## config.mk

```make
export PLATFORM = sky130hd
export DESIGN_NAME = digit_serial_adder_flat
export DESIGN_NICKNAME = d
export VERILOG_FILES = /design/src/rtl/digit_serial_adder_pkg.sv /design/src/rtl/digit_serial_adder_if.sv /design/src/rtl/digit_serial_adder_ripple.sv /design/src/rtl/digit_serial_adder.sv /design/src/flat_wrapper.sv
export SDC_FILE = /design/constraint.sdc
export NUM_CORES = 1
export LEC_CHECK = 0
export BUFFER_PORTS_ARGS = -buffer_cell sky130_fd_sc_hd__buf_2
export CORE_UTILIZATION = 45
export CTS_BUF_LIST = sky130_fd_sc_hd__clkbuf_8 sky130_fd_sc_hd__clkbuf_16
export DETAILED_ROUTE_END_ITERATION = 6
export PLACE_DENSITY = 0.68
export SYNTH_ARGS = -nofsm -noshare
export SYNTH_HDL_FRONTEND = slang
export SYNTH_SLANG_ARGS = --single-unit
```

## constraint.sdc

```tcl
create_clock -name clk -period 3.31 [get_ports clk]
set_input_delay 0.1655 -clock clk [delete_from_list [all_inputs] [get_ports clk]]
set_output_delay 0.1655 -clock clk [all_outputs]
set_load 0.02 [all_outputs]
```

## src/rtl/digit_serial_adder_pkg.sv

```systemverilog
// Shared types and elaboration checks for the digit-serial adder/subtractor.
// Holds the FSM encoding and the WIDTH/DIGIT legality function.
package digit_serial_adder_pkg;

   typedef enum logic [1:0] {
      ST_IDLE = 2'd0,
      ST_RUN  = 2'd1,
      ST_DONE = 2'd2
   } state_e;

   function automatic bit params_ok(input int width, input int digit);
      return (digit >= 1) && (digit <= width) && ((width % digit) == 0);
   endfunction

endpackage

```

## src/rtl/digit_serial_adder_if.sv

```systemverilog
// Producer/consumer handshake bundle for the digit-serial adder.
// master = producer+consumer side, slave = the adder itself.
interface digit_serial_adder_if #(
   parameter int WIDTH = 16
);
   logic             in_valid;
   logic             in_ready;
   logic [WIDTH-1:0] a;
   logic [WIDTH-1:0] b;
   logic             cin;
   logic             sub;
   logic             out_valid;
   logic             out_ready;
   logic [WIDTH-1:0] sum;
   logic             cout;
   logic             overflow;

   modport master (
      output in_valid, a, b, cin, sub, out_ready,
      input  in_ready, out_valid, sum, cout, overflow
   );

   modport slave (
      input  in_valid, a, b, cin, sub, out_ready,
      output in_ready, out_valid, sum, cout, overflow
   );
endinterface

```

## src/rtl/digit_serial_adder_ripple.sv

```systemverilog
// Combinational DIGIT-wide ripple-carry slice; zero latency, no flow control.
// Also exports the carry into its MSB so the caller can derive signed overflow.
module ripple_digit_add #(
   parameter int DIGIT = 4
) (
   input  logic [DIGIT-1:0] x,
   input  logic [DIGIT-1:0] y,
   input  logic             ci,
   output logic [DIGIT-1:0] s,
   output logic             co,
   output logic             c_msb_in
);

   logic [DIGIT:0] c;

   assign c[0] = ci;

   for (genvar i = 0; i < DIGIT; i++) begin : g_fa
      assign s[i]   = x[i] ^ y[i] ^ c[i];
      assign c[i+1] = (x[i] & y[i]) | (c[i] & (x[i] ^ y[i]));
   end

   assign co       = c[DIGIT];
   assign c_msb_in = c[DIGIT-1];

endmodule

```

## src/rtl/digit_serial_adder.sv

```systemverilog
// Digit-serial a+b+cin / a-b-cin, LSB digit first; result valid NUM_DIGITS cycles after acceptance.
// One op in flight: in_ready only in IDLE, result held in DONE until out_ready.
module digit_serial_adder
   import digit_serial_adder_pkg::*;
#(
   parameter int WIDTH = 16,
   parameter int DIGIT = 4
) (
   input  logic                 clk,
   input  logic                 rst_n,
   digit_serial_adder_if.slave  bus
);

   localparam int NUM_DIGITS = WIDTH / DIGIT;
   localparam int CNT_W      = (NUM_DIGITS > 1) ? $clog2(NUM_DIGITS) : 1;
   localparam logic [CNT_W-1:0] LAST_DIG = CNT_W'(NUM_DIGITS - 1);

   if (!params_ok(WIDTH, DIGIT)) begin : g_bad_params
      $error("digit_serial_adder: WIDTH must be a multiple of DIGIT and DIGIT >= 1");
   end

   state_e           state_q, state_d;
   logic [CNT_W-1:0] cnt_q, cnt_d;
   logic [WIDTH-1:0] op_a_q, op_a_d;
   logic [WIDTH-1:0] op_b_q, op_b_d;
   logic [WIDTH-1:0] sum_q, sum_d;
   logic             carry_q, carry_d;
   logic             cout_q, cout_d;
   logic             ovf_q, ovf_d;

   logic [DIGIT-1:0] dig_a, dig_b, dig_s;
   logic             dig_co, dig_cm;

   assign dig_a = op_a_q[int'(cnt_q)*DIGIT +: DIGIT];
   assign dig_b = op_b_q[int'(cnt_q)*DIGIT +: DIGIT];

   ripple_digit_add #(
      .DIGIT (DIGIT)
   ) u_slice (
      .x        (dig_a),
      .y        (dig_b),
      .ci       (carry_q),
      .s        (dig_s),
      .co       (dig_co),
      .c_msb_in (dig_cm)
   );

   always_comb begin
      state_d = state_q;
      cnt_d   = cnt_q;
      op_a_d  = op_a_q;
      op_b_d  = op_b_q;
      sum_d   = sum_q;
      carry_d = carry_q;
      cout_d  = cout_q;
      ovf_d   = ovf_q;

      case (state_q)
         ST_IDLE: begin
            if (bus.in_valid) begin
               // Subtraction is a + ~b + ~borrow, so cout=1 means no borrow.
               op_a_d  = bus.a;
               op_b_d  = bus.sub ? ~bus.b : bus.b;
               carry_d = bus.sub ^ bus.cin;
               cnt_d   = '0;
               state_d = ST_RUN;
            end
         end
         ST_RUN: begin
            sum_d[int'(cnt_q)*DIGIT +: DIGIT] = dig_s;
            carry_d = dig_co;
            if (cnt_q == LAST_DIG) begin
               cout_d  = dig_co;
               ovf_d   = dig_co ^ dig_cm;
               state_d = ST_DONE;
            end else begin
               cnt_d = cnt_q + CNT_W'(1);
            end
         end
         ST_DONE: begin
            if (bus.out_ready) begin
               state_d = ST_IDLE;
            end
         end
         default: begin
            state_d = ST_IDLE;
         end
      endcase
   end

   always_ff @(posedge clk or negedge rst_n) begin
      if (!rst_n) begin
         state_q <= ST_IDLE;
         cnt_q   <= '0;
         op_a_q  <= '0;
         op_b_q  <= '0;
         sum_q   <= '0;
         carry_q <= 1'b0;
         cout_q  <= 1'b0;
         ovf_q   <= 1'b0;
      end else begin
         state_q <= state_d;
         cnt_q   <= cnt_d;
         op_a_q  <= op_a_d;
         op_b_q  <= op_b_d;
         sum_q   <= sum_d;
         carry_q <= carry_d;
         cout_q  <= cout_d;
         ovf_q   <= ovf_d;
      end
   end

   assign bus.in_ready  = (state_q == ST_IDLE);
   assign bus.out_valid = (state_q == ST_DONE);
   assign bus.sum       = sum_q;
   assign bus.cout      = cout_q;
   assign bus.overflow  = ovf_q;

endmodule

```

## src/flat_wrapper.sv

```systemverilog
// flat-port wrapper written by rule: the top's interface ports become plain ports
module digit_serial_adder_flat import digit_serial_adder_pkg::*;
#(
   parameter int WIDTH = 16,
   parameter int DIGIT = 4
)
  (clk, rst_n, bus_in_valid, bus_a, bus_b, bus_cin, bus_sub, bus_out_ready, bus_in_ready, bus_out_valid, bus_sum, bus_cout, bus_overflow);
  digit_serial_adder_if #(.WIDTH(WIDTH)) bus_i ();
  input  logic clk;
  input  logic rst_n;
  input wire logic [$bits(bus_i.in_valid)-1:0] bus_in_valid;
  input wire logic [$bits(bus_i.a)-1:0] bus_a;
  input wire logic [$bits(bus_i.b)-1:0] bus_b;
  input wire logic [$bits(bus_i.cin)-1:0] bus_cin;
  input wire logic [$bits(bus_i.sub)-1:0] bus_sub;
  input wire logic [$bits(bus_i.out_ready)-1:0] bus_out_ready;
  output wire logic [$bits(bus_i.in_ready)-1:0] bus_in_ready;
  output wire logic [$bits(bus_i.out_valid)-1:0] bus_out_valid;
  output wire logic [$bits(bus_i.sum)-1:0] bus_sum;
  output wire logic [$bits(bus_i.cout)-1:0] bus_cout;
  output wire logic [$bits(bus_i.overflow)-1:0] bus_overflow;
  assign bus_i.in_valid = bus_in_valid;
  assign bus_i.a = bus_a;
  assign bus_i.b = bus_b;
  assign bus_i.cin = bus_cin;
  assign bus_i.sub = bus_sub;
  assign bus_i.out_ready = bus_out_ready;
  assign bus_in_ready = bus_i.in_ready;
  assign bus_out_valid = bus_i.out_valid;
  assign bus_sum = bus_i.sum;
  assign bus_cout = bus_i.cout;
  assign bus_overflow = bus_i.overflow;
  digit_serial_adder #(.WIDTH(WIDTH), .DIGIT(DIGIT)) u_core (.clk(clk), .rst_n(rst_n), .bus(bus_i));
endmodule
```

==> results.json <==
{
  "die_w_microns": 80.0,
  "maxSlewViolCount": 0,
  "number_of_post_cts_setup_repair_buffers": 0,
  "sequential_to_total_area_share_from_yosys_stat": 0.502,
  "synth.avg_cell_area_sq_um": 12.3,
  "hold_viol_final": 0,
  "path_delay_family": "adder cells",
  "wire_per_inst_microns": 14.3,
  "tritoncts_clock_tree": "built",
  "dr.first_iter.drc_count": 124,
  "yosys.cell_types.count": 31,
  "ys.warnings.count": 0,
  "status": "finished, final reports clean",
  "peak_fanout_along_the_critical_path": 12,
  "wirelength_microns": 5070,
  "rr_endpoint": "u_core.bus.sum[15]",
  "detail_route.wirelength.met1_microns": 2230,
  "cts_resized": 0,
  "timing.critical_path.required_ps": 3510,
  "route.met2.wl_microns": 2540,
  "synth_most_common_cell": "dfrtp_1",
  "worst_path_max_delay_cell": "dfrtp_1",
  "post_detailed_route_drc_marker_count": 0,
  "initial_core_util": 0.466,
  "syn_nets": 271,
  "hold_ws_ps": 45.3,
  "vias": 1802,
  "pin_count": 58,
  "nets": 327,
  "final-setup-viol-count": 0,
  "slew-limit-headroom": 0.281,
  "worstPathBufferInverterCount": 3,
  "rows": 28,
  "worst_skew_pair.late_latency_ps": 310,
  "clock_tree.buffer_depth": 2,
  "routabilityCongestion": 0.786,
  "crit_start": "u_core.cnt_q[1]",
  "cell_depth_of_the_worst_flop_to_flop_path": 9,
  "drive_gt1_frac": 0.371,
  "maxCapViolations": 0,
  "netlist_instances": 223,
  "cts_made_buffers": 5,
  "synth_top_area_share": 0.502,
  "core_area_sq_mm": 0.00589,
  "nFillCells": 555,
  "cp_data_arrival_time_ps": 2990,
  "hold_path_class": "input port to asynchronous set/reset pin",
  "ys_top_cells_by_count": "dfrtp_1 (55), nand2_1 (18), nor2_1 (18)",
  "final.min_clock_period_ps": 2800,
  "worstSetupEndpointType": "register",
  "clkSlewWorstSetupHoldPaths_ps": 100,
  "synthToLayoutAreaGrowth_pct": 15.5,
  "crit_path_cell_trace": "mux4_2, fa_1, inv_1, fa_1, fa_1, inv_1, fa_1, inv_1, o21ai_0",
  "design.die.area_sq_mm": 0.00641,
  "vias_per_cell": 5.08,
  "dominantRegCellSynth": "dfrtp_1",
  "grt_usage": 0.179,
  "highest_layer": "met4",
  "vdd_drop_max_v": 0.000538,
  "synth_area_sq_mm": 0.00274,
  "finalClockSkew_ps": 15.0,
  "overflow": 0,
  "ys_seq_elements": 55,
  "timing.final.crit_share": 0.845,
  "grt_antenna_before_repair": 0,
  "cts_num_sinks": 55,
  "timing_worst_setup_path_type": "register to register",
  "hpwl_microns": 3720,
  "critPathMostFrequentCell": "fa_1",
  "worstReg2RegStart": "u_core.cnt_q[1]",
  "pwr_density_cell_mw_per_mm2": 1040,
  "biggest_area_consumer_among_synthesized_cells": "dfrtp_1",
  "antenna_cells": 0,
  "cts-hold-fix-buffers": 0,
  "dr_wl_met3_microns": 264,
  "report.power.total_mw": 3.30,
  "worst_path_largest_cell_delay_ps": 640,
  "htree_num_levels": 2,
  "portBuffers": 57,
  "setup.reg_to_reg.worst_slack_ps": 510,
  "ctsRootBufferMaster": "clkbuf_8",
  "via_count_of_the_first_global_routing_pass": 1804,
  "ys_top_cells_by_area": "dfrtp_1 (50%), mux4_2 (6.6%), mux2_2 (6.2%)",
  "first_pass_iters": 4,
  "max_freq_ghz": 0.358,
  "maximum_number_of_pins_on_one_net_before_global_route_repair": 52,
  "timing.setup.tns_ps": 0,
  "grt_pass1_wl_microns": 8690,
  "leakagePower_nw": 1.50,
  "max_slew.worst_pin.slew_ps": 1080,
  "die_y_microns": 80.0,
  "unrepaired_setup_endpoints_after_global_routing": "false",
  "synth_enable_flop_cells": 0,
  "antenna_left": 0,
  "share_of_synthesized_registers_carrying_an_async_set_or_reset": 1.00,
  "setup.worst_path.start_class": "register"
}
-- placed cells by master (no fill, tap or decap), types with 4 or more instances in the layout --
cell	n
mux2_2	15
inv_1	13
clkbuf_8	6
buf_2	57
dfrtp_1	55
nor2_1	18
o21ai_0	13
xnor2_1	17
a21oi_1	16
ha_1	6
nand2_1	18
fa_1	4
nand3b_4	4
mux4_2	8
buf_4	4
-- registers in the layout, summed over array words and instances, names as in the netlist --
signal / count
u_core.op_a_q: 16
u_core.bus.overflow: 1
u_core.bus.sum: 16
u_core.bus.cout: 1
u_core.carry_q: 1
u_core.op_b_q: 16
u_core.state_q: 2
u_core.cnt_q: 2
-- how the worst max path moves through the flow --
stage / slack, ps / end / depth (start not counted)
after floorplan: 390 / u_core.bus.sum[11] / 11
after global placement: 620 / u_core.bus.sum[7] / 9
after detailed placement: 520 / u_core.bus.sum[15] / 9
after CTS: 500 / u_core.bus.sum[15] / 9
after global routing: 310 / u_core.bus.sum[15] / 9
final: 510 / u_core.bus.sum[15] / 9
-- area by class of cell --
class	count	area [sq um]	area share
clock buffers	6	82.6	0.0261
clock inverters	2	13.8	0.00435
inverters	13	48.8	0.0154
multi-input cells	143	1230	0.390
flip-flops and latches	55	1380	0.435
well taps	75	93.8	0.0297
repair buffers	61	315	0.0996
-- metrics by stage --
step	instance area [sq um]	instances	setup WS, ps	utilization
after global placement	3070	347	621	0.521
after floorplan	2740	223	395	-
after detailed placement	3070	347	516	0.521
final	3160	355	514	0.538
after global routing	3160	355	313	0.538
after CTS	3160	355	499	0.538
-- layer usage --
layer,global-route usage,up-vias
met5,0,-
met4,0.0357,0
met3,0.0423,4
met2,0.302,55
met1,0.237,871
li1,-,872
-- power by group --
part / internal [mW] / total (mW) / switching (mW)
registers: 0.977 / 1.22 / 0.244
clock network: 0.172 / 0.388 / 0.217
logic: 0.763 / 1.69 / 0.926
-- logic make-up after synthesis --
group	Yosys count	synth area share
compound gates	37	0.0799
xor+xnor	18	0.0575
fa+ha+maj	10	0.0566
buf+inv	25	0.0475
flops	55	0.502
mux	25	0.136
simple gates	53	0.121
Note: power is estimated with default switching activity, not from simulation.
